[src/rtl/kms_event_sched.sv]
// rtl/kms_event_sched.sv - mouse/keyboard event merger with key FIFO and single-slot output register.
// Define KMS_RR_EN for round-robin key/mouse arbitration; default build gives keys fixed priority.
module kms_event_sched #(
  parameter int KBD_DEPTH = 8
) (
  input  logic        clk_sys,
  input  logic        reset_n,
  input  logic        kms_strobe,
  input  logic [1:0]  kms_type,
  input  logic [7:0]  kms_data,
  input  logic [2:0]  mouse_buttons,
  output logic        ev_valid,
  output logic [1:0]  ev_kind,
  output logic [15:0] ev_data,
  output logic [2:0]  ev_btn,
  input  logic        ev_ready,
  output logic        kbd_overflow,
  output logic [4:0]  kbd_level
);

  localparam int PW = $clog2(KBD_DEPTH);

  typedef enum logic {S_IDLE, S_HOLD} state_t;

  state_t         state_q, state_d;
  logic [7:0]     acc_x_q, acc_x_d, acc_y_q, acc_y_d;
  logic           pend_q, pend_d;
  logic [2:0]     last_btn_q, last_btn_d;
  logic           ovf_q, ovf_d;
  logic [4:0]     level_q, level_d;
  logic [PW-1:0]  wr_ptr_q, wr_ptr_d, rd_ptr_q, rd_ptr_d;
  logic [1:0]     kind_q, kind_d;
  logic [15:0]    data_q, data_d;
  logic [2:0]     btn_q, btn_d;
  logic [8:0]     mem [KBD_DEPTH];
  logic           can_load, grant_key, grant_mouse, push, push_ok;
`ifdef KMS_RR_EN
  logic           last_key_q, last_key_d;
`endif

  function automatic logic [7:0] sat_add(input logic [7:0] a, input logic [7:0] b);
    logic signed [8:0] s;
    s = $signed({a[7], a}) + $signed({b[7], b});
    if (s > 9'sd127)       return 8'h7F;
    else if (s < -9'sd128) return 8'h80;
    else                   return s[7:0];
  endfunction

  always_comb begin
    can_load = (state_q == S_IDLE) || ev_ready;
`ifdef KMS_RR_EN
    grant_key = can_load && (level_q != 5'd0) && (!pend_q || !last_key_q);
`else
    grant_key = can_load && (level_q != 5'd0);
`endif
    grant_mouse = can_load && pend_q && !grant_key;
    push        = kms_strobe && kms_type[1];
    // A pop in the same cycle frees the slot, so a full FIFO still accepts.
    push_ok     = push && ((level_q != 5'(KBD_DEPTH)) || grant_key);
  end

  always_comb begin
    state_d    = state_q;
    acc_x_d    = acc_x_q;
    acc_y_d    = acc_y_q;
    pend_d     = pend_q;
    last_btn_d = last_btn_q;
    ovf_d      = ovf_q;
    level_d    = level_q;
    wr_ptr_d   = wr_ptr_q;
    rd_ptr_d   = rd_ptr_q;
    kind_d     = kind_q;
    data_d     = data_q;
    btn_d      = btn_q;
`ifdef KMS_RR_EN
    last_key_d = last_key_q;
`endif
    case (state_q)
      S_IDLE:  if (grant_key || grant_mouse) state_d = S_HOLD;
      S_HOLD:  if (ev_ready && !grant_key && !grant_mouse) state_d = S_IDLE;
      default: state_d = S_IDLE;
    endcase
    if (grant_key) begin
      kind_d   = mem[rd_ptr_q][8] ? 2'd2 : 2'd1;
      data_d   = {8'h00, mem[rd_ptr_q][7:0]};
      btn_d    = 3'b000;
      rd_ptr_d = rd_ptr_q + PW'(1);
`ifdef KMS_RR_EN
      last_key_d = 1'b1;
`endif
    end else if (grant_mouse) begin
      kind_d     = 2'd0;
      data_d     = {acc_x_q, acc_y_q};
      btn_d      = mouse_buttons;
      acc_x_d    = 8'h00;
      acc_y_d    = 8'h00;
      pend_d     = 1'b0;
      last_btn_d = mouse_buttons;
`ifdef KMS_RR_EN
      last_key_d = 1'b0;
`endif
    end
    // Strobe accumulates after any grant clear, so a delta landing in the grant cycle survives.
    if (kms_strobe && !kms_type[1]) begin
      if (kms_type[0]) acc_y_d = sat_add(acc_y_d, kms_data);
      else             acc_x_d = sat_add(acc_x_d, kms_data);
      pend_d = 1'b1;
    end
    if (mouse_buttons != last_btn_d) pend_d = 1'b1;
    if (push_ok) wr_ptr_d = wr_ptr_q + PW'(1);
    if (push && !push_ok) ovf_d = 1'b1;
    case ({push_ok, grant_key})
      2'b10:   level_d = level_q + 5'd1;
      2'b01:   level_d = level_q - 5'd1;
      default: level_d = level_q;
    endcase
  end

  always_ff @(posedge clk_sys or negedge reset_n) begin
    if (!reset_n) begin
      state_q    <= S_IDLE;
      acc_x_q    <= 8'h00;
      acc_y_q    <= 8'h00;
      pend_q     <= 1'b0;
      last_btn_q <= 3'b000;
      ovf_q      <= 1'b0;
      level_q    <= 5'd0;
      wr_ptr_q   <= '0;
      rd_ptr_q   <= '0;
      kind_q     <= 2'd0;
      data_q     <= 16'h0000;
      btn_q      <= 3'b000;
`ifdef KMS_RR_EN
      last_key_q <= 1'b0;
`endif
    end else begin
      state_q    <= state_d;
      acc_x_q    <= acc_x_d;
      acc_y_q    <= acc_y_d;
      pend_q     <= pend_d;
      last_btn_q <= last_btn_d;
      ovf_q      <= ovf_d;
      level_q    <= level_d;
      wr_ptr_q   <= wr_ptr_d;
      rd_ptr_q   <= rd_ptr_d;
      kind_q     <= kind_d;
      data_q     <= data_d;
      btn_q      <= btn_d;
`ifdef KMS_RR_EN
      last_key_q <= last_key_d;
`endif
    end
  end

  always_ff @(posedge clk_sys) begin
    if (push_ok) mem[wr_ptr_q] <= {kms_type[0], kms_data};
  end

  assign ev_valid     = (state_q == S_HOLD);
  assign ev_kind      = kind_q;
  assign ev_data      = data_q;
  assign ev_btn       = btn_q;
  assign kbd_overflow = ovf_q;
  assign kbd_level    = level_q;

endmodule

[config.mk]
export PLATFORM = sky130hd
export DESIGN_NAME = kms_event_sched
export DESIGN_NICKNAME = d
export VERILOG_FILES = /design/src/rtl/kms_event_sched.sv
export SDC_FILE = /design/constraint.sdc
export NUM_CORES = 1
export LEC_CHECK = 0
export ABC_CLOCK_PERIOD_IN_PS = 4580
export BUFFER_PORTS_ARGS = -buffer_cell sky130_fd_sc_hd__buf_2
export CORE_ASPECT_RATIO = 0.75
export CORE_MARGIN = 1
export CORE_UTILIZATION = 32
export DETAILED_ROUTE_END_ITERATION = 6
export PLACE_DENSITY = 0.44
export SLEW_MARGIN = 10
export SYNTH_ARGS = -nofsm -noshare
export SYNTH_HDL_FRONTEND = slang
export SYNTH_SLANG_ARGS = --single-unit
[constraint.sdc]
create_clock -name clk_sys -period 4.58 [get_ports clk_sys]
set_input_delay 0.687 -clock clk_sys [delete_from_list [all_inputs] [get_ports clk_sys]]
set_output_delay 0.687 -clock clk_sys [all_outputs]
set_load 0.01 [all_outputs]
# Word level (Yosys, flattened, before mapping)
# Memory sizes are Yosys's and may differ from the RTL's.
# Index checks and enable logic that the tools add are counted.
# word_totals
ff_bits	54
mem_bits_rw	72
in_bits	17
elab_cells	81
mem_count	1
# classes
addsub	6
magnitude_cmp	4
eq_ne	5
muxes	31
n_bitwise	1
n_reduce_logical	21
# mem_list
memory	depth	width	read_ports	rd_clocked_by_memory_dff	write_ports	line	rtl
mem	8	9	1	0	1	35	logic [8:0] mem [KBD_DEPTH];
# op_table
cell	count
two-way mux 8 bit	12
two-way mux 16 bit	2
adder 8 x 8 -> 9 bit	2
greater-than comparator 9 x 8 -> 1 bit (second input constant)	2
< comparator 9 x 8 -> 1 bit (second input constant)	2
two-way mux 3 bit	4
one-hot mux 5 bit (2 select lines)	1
logical AND 1 bit	9
two-way mux 1 bit	8
adder 3 x 1 -> 3 bit (second input constant)	2
two-way mux 2 bit	3
adder 5 x 1 -> 5 bit (second input constant)	1
inequality test 5 x 4 -> 1 bit (second input constant)	1
nonzero test 5 bit	1
subtractor 5 x 1 -> 5 bit (second input constant)	1
logical NOT 1 bit	4
nonzero test 2 bit	2
logical OR 1 bit	3
inequality test 3 x 1 -> 1 bit (second input constant)	1
inequality test 3 bit	1
nonzero test 3 bit	1
equality test 2 x 1 -> 1 bit (second input constant)	1
equality test 2 bit (second input constant)	1
one-hot mux 1 bit (2 select lines)	1
other kinds (2)	2

# Longest topological paths before layout
# Gate-level depths: netlist of run 1.
# depth
word_depth	13
mapped_depth	13

# Worst setup path before layout of run 1
# OpenSTA, ideal clock, no wires.
# synth_path
path_kind	reg-to-reg
start	register level_q[0], in the netlist kbd_level[0]
end	register acc_y_q[1]
arrival_ns	3.088
path_slack_ns	1.369
path_stages_with_launch	13
path_buffers	1
period_less_slack_ns	3.211
cell_sequence	dfrtp_1 nor4_4 and2b_1 nand3_2 buf_2 and2_1 ha_1 a21o_1 a221o_1 a21oi_4 maj3_1 nor2_1 o31a_1
# synth_between
elab_chain_len	12
word_cells_on_any_way	13
# synth_lines
item	line	rtl
from (decl)	30	logic [4:0] level_q, level_d;
from (signal assigned)	143	level_q <= level_d;
nonzero test 5 bit (*)	54	grant_key = can_load && (level_q != 5'd0);
logical AND 1 bit (*)	54	
logical NOT 1 bit	56	grant_mouse = can_load && pend_q && !grant_key;
logical AND 1 bit	56	
two-way mux 8 bit	91	end else if (grant_mouse) begin
two-way mux 8 bit (*)	83	if (grant_key) begin
adder 8 x 8 -> 9 bit	43	s = $signed({a[7], a}) + $signed({b[7], b});
< comparator 9 x 8 -> 1 bit	45	else if (s < -9'sd128) return 8'h80;
two-way mux 8 bit	45	
two-way mux 8 bit	44	if (s > 9'sd127) return 8'h7F;
two-way mux 8 bit	105	if (kms_type[0]) acc_y_d = sat_add(acc_y_d, kms_data);
two-way mux 8 bit (*)	104	if (kms_strobe && !kms_type[1]) begin
named net acc_y_d[1]	26	logic [7:0] acc_x_q, acc_x_d, acc_y_q, acc_y_d;
to (signal assigned)	139	acc_y_q <= acc_y_d;
to (decl)	26	
# Mark *: on every way through the listed nets, which the timed path passes. The rest lies on a longest branch.
# A chain may end at the register's enable or synchronous reset.

# Final worst setup path of run 1
# layout_path
start	register level_q[0], in the netlist kbd_level[0]
end	register acc_y_q[3]
# The elaborated chain is that of the path after synthesis.

==> results.py, run 1 <==
metrics = {
    "run_status": {
        "outcome": "finished clean",
    },
    "setup_path": {
        "r2r-end": "acc_y_q[3]",
        "critPathLaunch": "kbd_level[0]",
        "cp_data_arrival_time_ns": 3.98,
        "path_class": "reg2reg",
        "cp_max_fo": 19,
        "reg2reg_depth": 11,
        "crit_required_ns": 4.87,
        "start_kind": "register",
        "crit_end": "acc_y_q[3]",
        "r2r_start": "kbd_level[0]",
        "crit_path_end_kind": "register",
        "reg2reg_slack_ns": 0.89,
    },
    "clock_tree": {
        "insertion_delay_ns": 0.42,
        "cts.clk_slew.worst_paths_ns": 0.06,
        "clk_root_buffer_cell": "clkbuf_16",
        "post_cts_resized": 0,
        "cts_tree": "built",
        "cts_buffers": 17,
        "clock_path_buffers": 2,
        "post_cts_buffers": 0,
        "h-tree-depth": 4,
        "postCtsHoldBufs": 0,
        "clock_sinks": 126,
    },
    "sta": {
        "finalSetupViolCount": 0,
        "worst_pin_slew_ns": 1.068,
        "rsz0062_at_grt": "no",
        "tns_ns": 0,
        "relSlewSlack": 0.2856,
        "fin_ws_ns": 0.8863,
        "finalCritPeriodShare": 0.8065,
        "min_period_ns": 3.694,
        "drv_slew": 0,
        "fmax_ghz": 0.2707,
        "hold_viol": 0,
        "finClkSkew_ns": 0.01134,
    },
    "power": {
        "power.density_nw_per_um2": 649.4,
        "p_clk_frac": 0.279,
        "power_mw": 4.614,
        "internal_power_mw": 2.965,
        "combPwrFrac": 0.354,
        "switching_share": 0.3574,
        "ir_drop_uv": 229.8,
        "leakagePower_nw": 2.847,
        "p_switching_mw": 1.649,
        "seqPwrFrac": 0.367,
    },
    "logic_synthesis": {
        "synth_nets": 497,
        "yosysWarnings": 0,
        "syn_area_per_cell_um2": 13.31,
        "ys_types": 58,
        "synthArstFlopShare": 0.4286,
        "synth-seq-cells": 126,
        "syn_area_um2": 6045,
        "synth_edf_count": 72,
        "seq_area_frac_synth": 0.5812,
        "syn_inst": 454,
        "synthFlopType": "edfxtp_1",
    },
    "finish": {
        "drive_above_1_share": 0.2169,
        "num-fill-cells": 1776,
        "postLayoutCoreUtil": 0.3839,
        "fin_nets": 551,
        "syn_to_final_growth_pct": 17.53,
        "final_area_um2": 7104,
        "diodes": 0,
    },
    "route": {
        "drc": 0,
        "drtIter0Drc": 259,
        "vias": 3773,
        "wl_per_cell_um": 18.08,
        "firstDrtPassIters": 5,
        "wirelength_mm": 13.89,
        "postRouteAntennaNets": 0,
        "viasPerCell": 4.913,
    },
    "floorplanning": {
        "die_w_um": 160.7,
        "io_pins": 45,
        "core_um2": 18510,
        "rows": 43,
        "die_h_um": 121.0,
        "start_util": 0.3266,
        "die-area_um2": 19450,
    },
    "job": {
        "cap_violations": 0,
    },
    "place": {
        "gp_congestion": 0.7854,
        "dpl-instance-area_um2": 6540,
        "dp_hpwl_mm": 9.562,
        "io_buffers": 44,
        "pre_cts_slack_ns": 0.9004,
    },
    "global_route": {
        "grt_first_pass_wirelength_mm": 21.96,
        "grt_pass1_vias": 3767,
        "antenna_found_initial": 0,
        "grt.total_usage": 0.1540,
        "grt_overflow": 0,
        "grt_start_max_net_pins": 55,
    },
    "worst_hold_path": {
        "hold_path.class": "in2async",
    },
}
worst max-delay path, cell delays in order (launching register included):
cell and delay [ns]:
dfrtp_1 0.43, nor4_4 0.49, and2b_1 0.24, nand3_2 0.34, and2_1 0.33, ha_1 0.33, a21o_1 0.21, a221o_1 0.45
a2111oi_4 0.36, nor2_1 0.15, a22oi_1 0.16, nand2_1 0.08
placed cells by master (no fill, tap or decap), drive strengths merged, types with 18 or more instances in the layout:
| cell | Yosys | layout |
|---|---|---|
| nor2 | 24 | 24 |
| edfxtp | 72 | 72 |
| mux4 | 18 | 18 |
| a21oi | 26 | 26 |
| ha | 23 | 23 |
| o21ai | 23 | 23 |
| nand2 | 46 | 46 |
| buf | 12 | 49 |
| dfrtp | 54 | 54 |
synthesized netlist by cell type, types with 3 or more instances:
cell type  count  area (um^2)
and2_1        17        106.4
nand2_1       46        172.7
nor3_1         4        20.02
nand3b_1       4        30.03
xor2_1         8        70.07
edfxtp_1      72         2162
o21ai_0        5        25.02
nand2b_1       9        56.30
o2bb2ai_1      5        43.79
mux2i_1        9        90.09
nand3_1        8        40.04
dfrtp_1       54         1351
xnor2_1       13        113.9
fa_1           3        60.06
buf_2          6        30.03
nor2_1        24        90.09
a31oi_1        3        18.77
o21a_1         4        30.03
inv_1         13        48.80
ha_1          23        287.8
buf_4          4        30.03
mux4_2        18        405.4
a22o_1        12        105.1
a21o_1         6        45.04
o21ai_1       16        80.08
a21oi_1       24        120.1
cell type report:
type,count,area [um^2],area share
flip-flops and latches,126,3513,0.4945
multi-input cells,301,2411,0.3394
clock buffers,17,425.4,0.05988
well taps,247,309.0,0.04350
repair buffers,49,257.7,0.03628
clock inverters,15,138.9,0.01955
inverters,13,48.80,0.006869
power groups by stage:
stage               clock (mW)  sequential [mW]  combinational (mW)
global placement             0             1.72                1.64
global route              1.37             1.74                1.85
CTS                       1.32             1.71                1.65
detailed placement           0             1.73                1.64
finish                    1.29             1.69                1.63
floorplan                    0             1.61                1.29
sequential cells by signal, indices dropped and copies added, names as in the netlist:
signal and flops:
kbd_overflow 1, last_btn_q 3, ev_data 16, ev_valid 1, pend_q 1, mem 72
wr_ptr_q 3, ev_btn 3, ev_kind 2, rd_ptr_q 3, acc_x_q 8, kbd_level 5
acc_y_q 8
through the flow:
stage | instances | hold WS (ns)
4_1_cts | 768 | 0.4320
3_3_place_gp | 736 | 0.4603
6_report | 768 | 0.3997
3_5_place_dp | 736 | 0.4690
5_1_grt | 768 | 0.4621
2_1_floorplan | 454 | 0.3914
cells by family (layout without fill, tap and decap cells):
| group | count (synthesis) | in the layout | synth area share |
|---|---|---|---|
| multiplexers | 31 | 31 | 0.08942 |
| AND/OR/NAND/NOR | 123 | 123 | 0.1018 |
| flip-flops | 126 | 126 | 0.5812 |
| AO/OA/AOI/OAI | 98 | 98 | 0.1157 |
| buffers and inverters | 27 | 94 | 0.02049 |
| XOR/XNOR | 21 | 21 | 0.03043 |
| adder cells (fa/ha/maj) | 28 | 28 | 0.06086 |
worst min path at each step:
stage | start | to | cells past startpoint
floorplan | reset_n | acc_x_q[0] | 0
detailed placement | ev_kind[1] | ev_kind[1] | 2
global route | reset_n | kbd_level[1] | 2
CTS | reset_n | kbd_level[1] | 2
finish | reset_n | kbd_level[4] | 2
global placement | kbd_overflow | kbd_overflow | 1
layer usage:
| metal | global-route usage | part of all wire | wire, um | up-vias |
|---|---|---|---|---|
| met5 | 0 | 0 | 0 | - |
| met4 | 0.04599 | 0.0053 | 73 | 0 |
| met3 | 0.03486 | 0.035 | 485 | 7 |
| met2 | 0.2170 | 0.43 | 5955 | 63 |
| met1 | 0.2331 | 0.53 | 7375 | 1890 |
| li1 | - | - | - | 1813 |
Power figures use the tool's default switching activity.
==> run 2: changes to the inputs <==
--- a/config.mk
+++ b/config.mk
@@ -5,13 +5,13 @@
 export SDC_FILE = /design/constraint.sdc
 export NUM_CORES = 1
 export LEC_CHECK = 0
-export ABC_CLOCK_PERIOD_IN_PS = 4580
+export ABC_CLOCK_PERIOD_IN_PS = 3100
 export BUFFER_PORTS_ARGS = -buffer_cell sky130_fd_sc_hd__buf_2
 export CORE_ASPECT_RATIO = 0.75
 export CORE_MARGIN = 1
 export CORE_UTILIZATION = 32
 export DETAILED_ROUTE_END_ITERATION = 6
-export PLACE_DENSITY = 0.44
+export PLACE_DENSITY = 0.45
 export SLEW_MARGIN = 10
 export SYNTH_ARGS = -nofsm -noshare
 export SYNTH_HDL_FRONTEND = slang
==> constraint.sdc (replaced) <==
create_clock -name clk_sys -period 3.1 [get_ports clk_sys]
set_input_delay 0.465 -clock clk_sys [delete_from_list [all_inputs] [get_ports clk_sys]]
set_output_delay 0.465 -clock clk_sys [all_outputs]
set_load 0.01 [all_outputs]
==> results.py, run 2 (synthesized netlist as in run 1, its figures left out) <==
metrics = {
    "sta": {
        "finalSetupViolCount": 0,
        "hold_viol": 0,
        "finClkSkew_ns": 0.005222,
        "relSlewSlack": 0.3591,
        "finalCritPeriodShare": 0.9928,
        "rsz0062_at_grt": "yes",
        "drv_slew": 0,
        "fmax_ghz": 0.3249,
        "worst_pin_slew_ns": 0.9614,
        "min_period_ns": 3.078,
        "fin_ws_ns": 0.02225,
        "fin_hold_ws_ns": 0.1991,
    },
    "clock_tree": {
        "cts.clk_slew.worst_paths_ns": 0.06,
        "postCtsHoldBufs": 0,
        "cts_buffers": 17,
        "h-tree-depth": 4,
        "cts_tree": "built",
        "insertion_delay_ns": 0.42,
        "clock_path_buffers": 2,
        "clk_root_buffer_cell": "clkbuf_16",
        "clock_sinks": 126,
    },
    "job": {
        "cap_violations": 0,
    },
    "finish": {
        "syn_to_final_growth_pct": 27.01,
        "fin_nets": 586,
        "largest_reg_flops": 72,
        "drive_above_1_share": 0.3237,
        "num-fill-cells": 1750,
        "final_common_cell": "edfxtp_1",
        "finalNonFillerCells": 803,
        "top_register": "mem",
        "diodes": 0,
        "layout_common_cells": "72 x edfxtp_1, 52 x dfrtp_1, 45 x nand2_1",
        "final_area_um2": 7677,
    },
    "setup_path": {
        "reg2reg_depth": 12,
        "critPathSlowestCell": "dfrtp_2",
        "crit_required_ns": 3.40,
        "path_delay_family": "simple AND/OR/NAND/NOR gates",
        "r2r-end": "acc_y_q[1]",
        "r2r_start": "kbd_level[1]",
        "cp_num_buf_inv": 1,
        "cp_max_fo": 5,
        "crit_path_end_kind": "register",
        "path_cells": "nor4_4 -> and2b_2 -> nand3_4 -> buf_12 -> and2_4 -> ha_4 -> a21oi_1 -> a21boi_4 -> nor4b_4 -> nand2b_4 -> a21oi_1 -> o31a_1",
        "cp_data_arrival_time_ns": 3.38,
        "path_class": "reg2reg",
        "cpMostUsedCell": "a21oi_1",
        "max_stage_delay_ns": 0.44,
        "worst-path-stages": 12,
        "reg2reg_slack_ns": 0.02,
        "crit_end": "acc_y_q[1]",
        "critPathLaunch": "kbd_level[1]",
        "start_kind": "register",
    },
    "route": {
        "vias": 3888,
        "drc": 0,
        "postRouteAntennaNets": 0,
        "viasPerCell": 4.842,
        "wirelength_mm": 14.68,
        "drtIter0Drc": 227,
        "firstDrtPassIters": 6,
        "wl_per_cell_um": 18.28,
    },
    "global_route": {
        "grt_pass1_vias": 3979,
        "grt.total_usage": 0.1602,
        "grt_overflow": 0,
        "grt_first_pass_wirelength_mm": 22.80,
        "antenna_found_initial": 1,
        "grt_start_max_net_pins": 42,
    },
    "place": {
        "pre_cts_slack_ns": 0.01130,
        "dp_hpwl_mm": 10.34,
        "gp_congestion": 0.8403,
        "dpl-instance-area_um2": 6780,
        "dp_cells": 761,
        "io_buffers": 44,
    },
    "floorplanning": {
        "die-area_um2": 19450,
        "io_pins": 45,
        "core_um2": 18510,
        "rows": 43,
        "start_util": 0.3266,
        "die_h_um": 121.0,
        "die_w_um": 160.7,
    },
    "power": {
        "p_switching_mw": 2.632,
        "power.density_nw_per_um2": 977.5,
        "ir_drop_uv": 387.2,
        "leakagePower_nw": 3.096,
        "internal_power_mw": 4.873,
        "seqPwrFrac": 0.323,
        "p_clk_frac": 0.270,
        "switching_share": 0.3507,
        "combPwrFrac": 0.407,
        "power_mw": 7.505,
    },
    "run_status": {
        "outcome": "finished clean",
    },
    "worst_hold_path": {
        "hold_path.class": "in2async",
    },
}
run 2: changes by cell type in the layout (fill, tap and decap cells not counted), moves of 3 or more:
cell / previous run / this run
inv_6: 4 / 1
clkinvlp_4: 5 / 2
ha_1: 23 / 15
ha_4: 0 / 6
o21ai_4: 0 / 3
a21oi_1: 24 / 21
buf_4: 5 / 37
and2_4: 0 / 3
and2_1: 17 / 14
run 2: area by class of cell:
class | count | area, um^2 | share of cell area
clock buffer | 18 | 429.2 | 0.05590
sequential | 126 | 3516 | 0.4580
timing repair buffer | 84 | 568.0 | 0.07399
inverter | 13 | 48.80 | 0.006356
tap | 247 | 309.0 | 0.04025
multi-input combinational | 301 | 2639 | 0.3437
clock inverter | 14 | 167.7 | 0.02184
run 2: power groups by stage:
stage,sequential (mW),clock (mW),combinational [mW]
2_1_floorplan,2.39,0,1.94
3_3_place_gp,2.46,0,2.73
3_5_place_dp,2.46,0,2.73
4_1_cts,2.43,2.06,2.77
5_1_grt,2.47,2.13,3.38
6_report,2.43,2.02,3.06
run 2: per-stage QoR:
stage               utilization   TNS, ns
finish                   0.4148         0
global route             0.4148   -0.8359
CTS                      0.3997         0
detailed placement       0.3663         0
global placement         0.3663  -0.04426
floorplan                     -         0
run 2: routing by layer:
metal | part of all wire | GRT usage | vias up
met3 | 0.035 | 0.03999 | 13
li1 | - | - | 1879
met1 | 0.53 | 0.2377 | 1939
met2 | 0.43 | 0.2302 | 55
met5 | 0.0012 | 0 | -
met4 | 0.0087 | 0.04422 | 2
run 2: repair_timing:
action | CTS | global route
pin swaps | 1 | 17
gates resized for setup | 3 | 38
cloned | 0 | 2
hold endpoints to repair | 0 | 0
buffers inserted | 1 | 8
setup endpoints to repair | 1 | 15
run 2: how the worst min path moves through the flow:
stage / to / from / slack [ns] / depth (start not counted)
final: kbd_level[1] / reset_n / 0.20 / 1
after global routing: kbd_level[1] / reset_n / 0.27 / 1
after CTS: kbd_level[1] / reset_n / 0.23 / 1
after detailed placement: kbd_overflow / kbd_overflow / 0.46 / 1
after global placement: kbd_overflow / kbd_overflow / 0.46 / 1
after floorplan: acc_x_q[0] / reset_n / 0.17 / 0
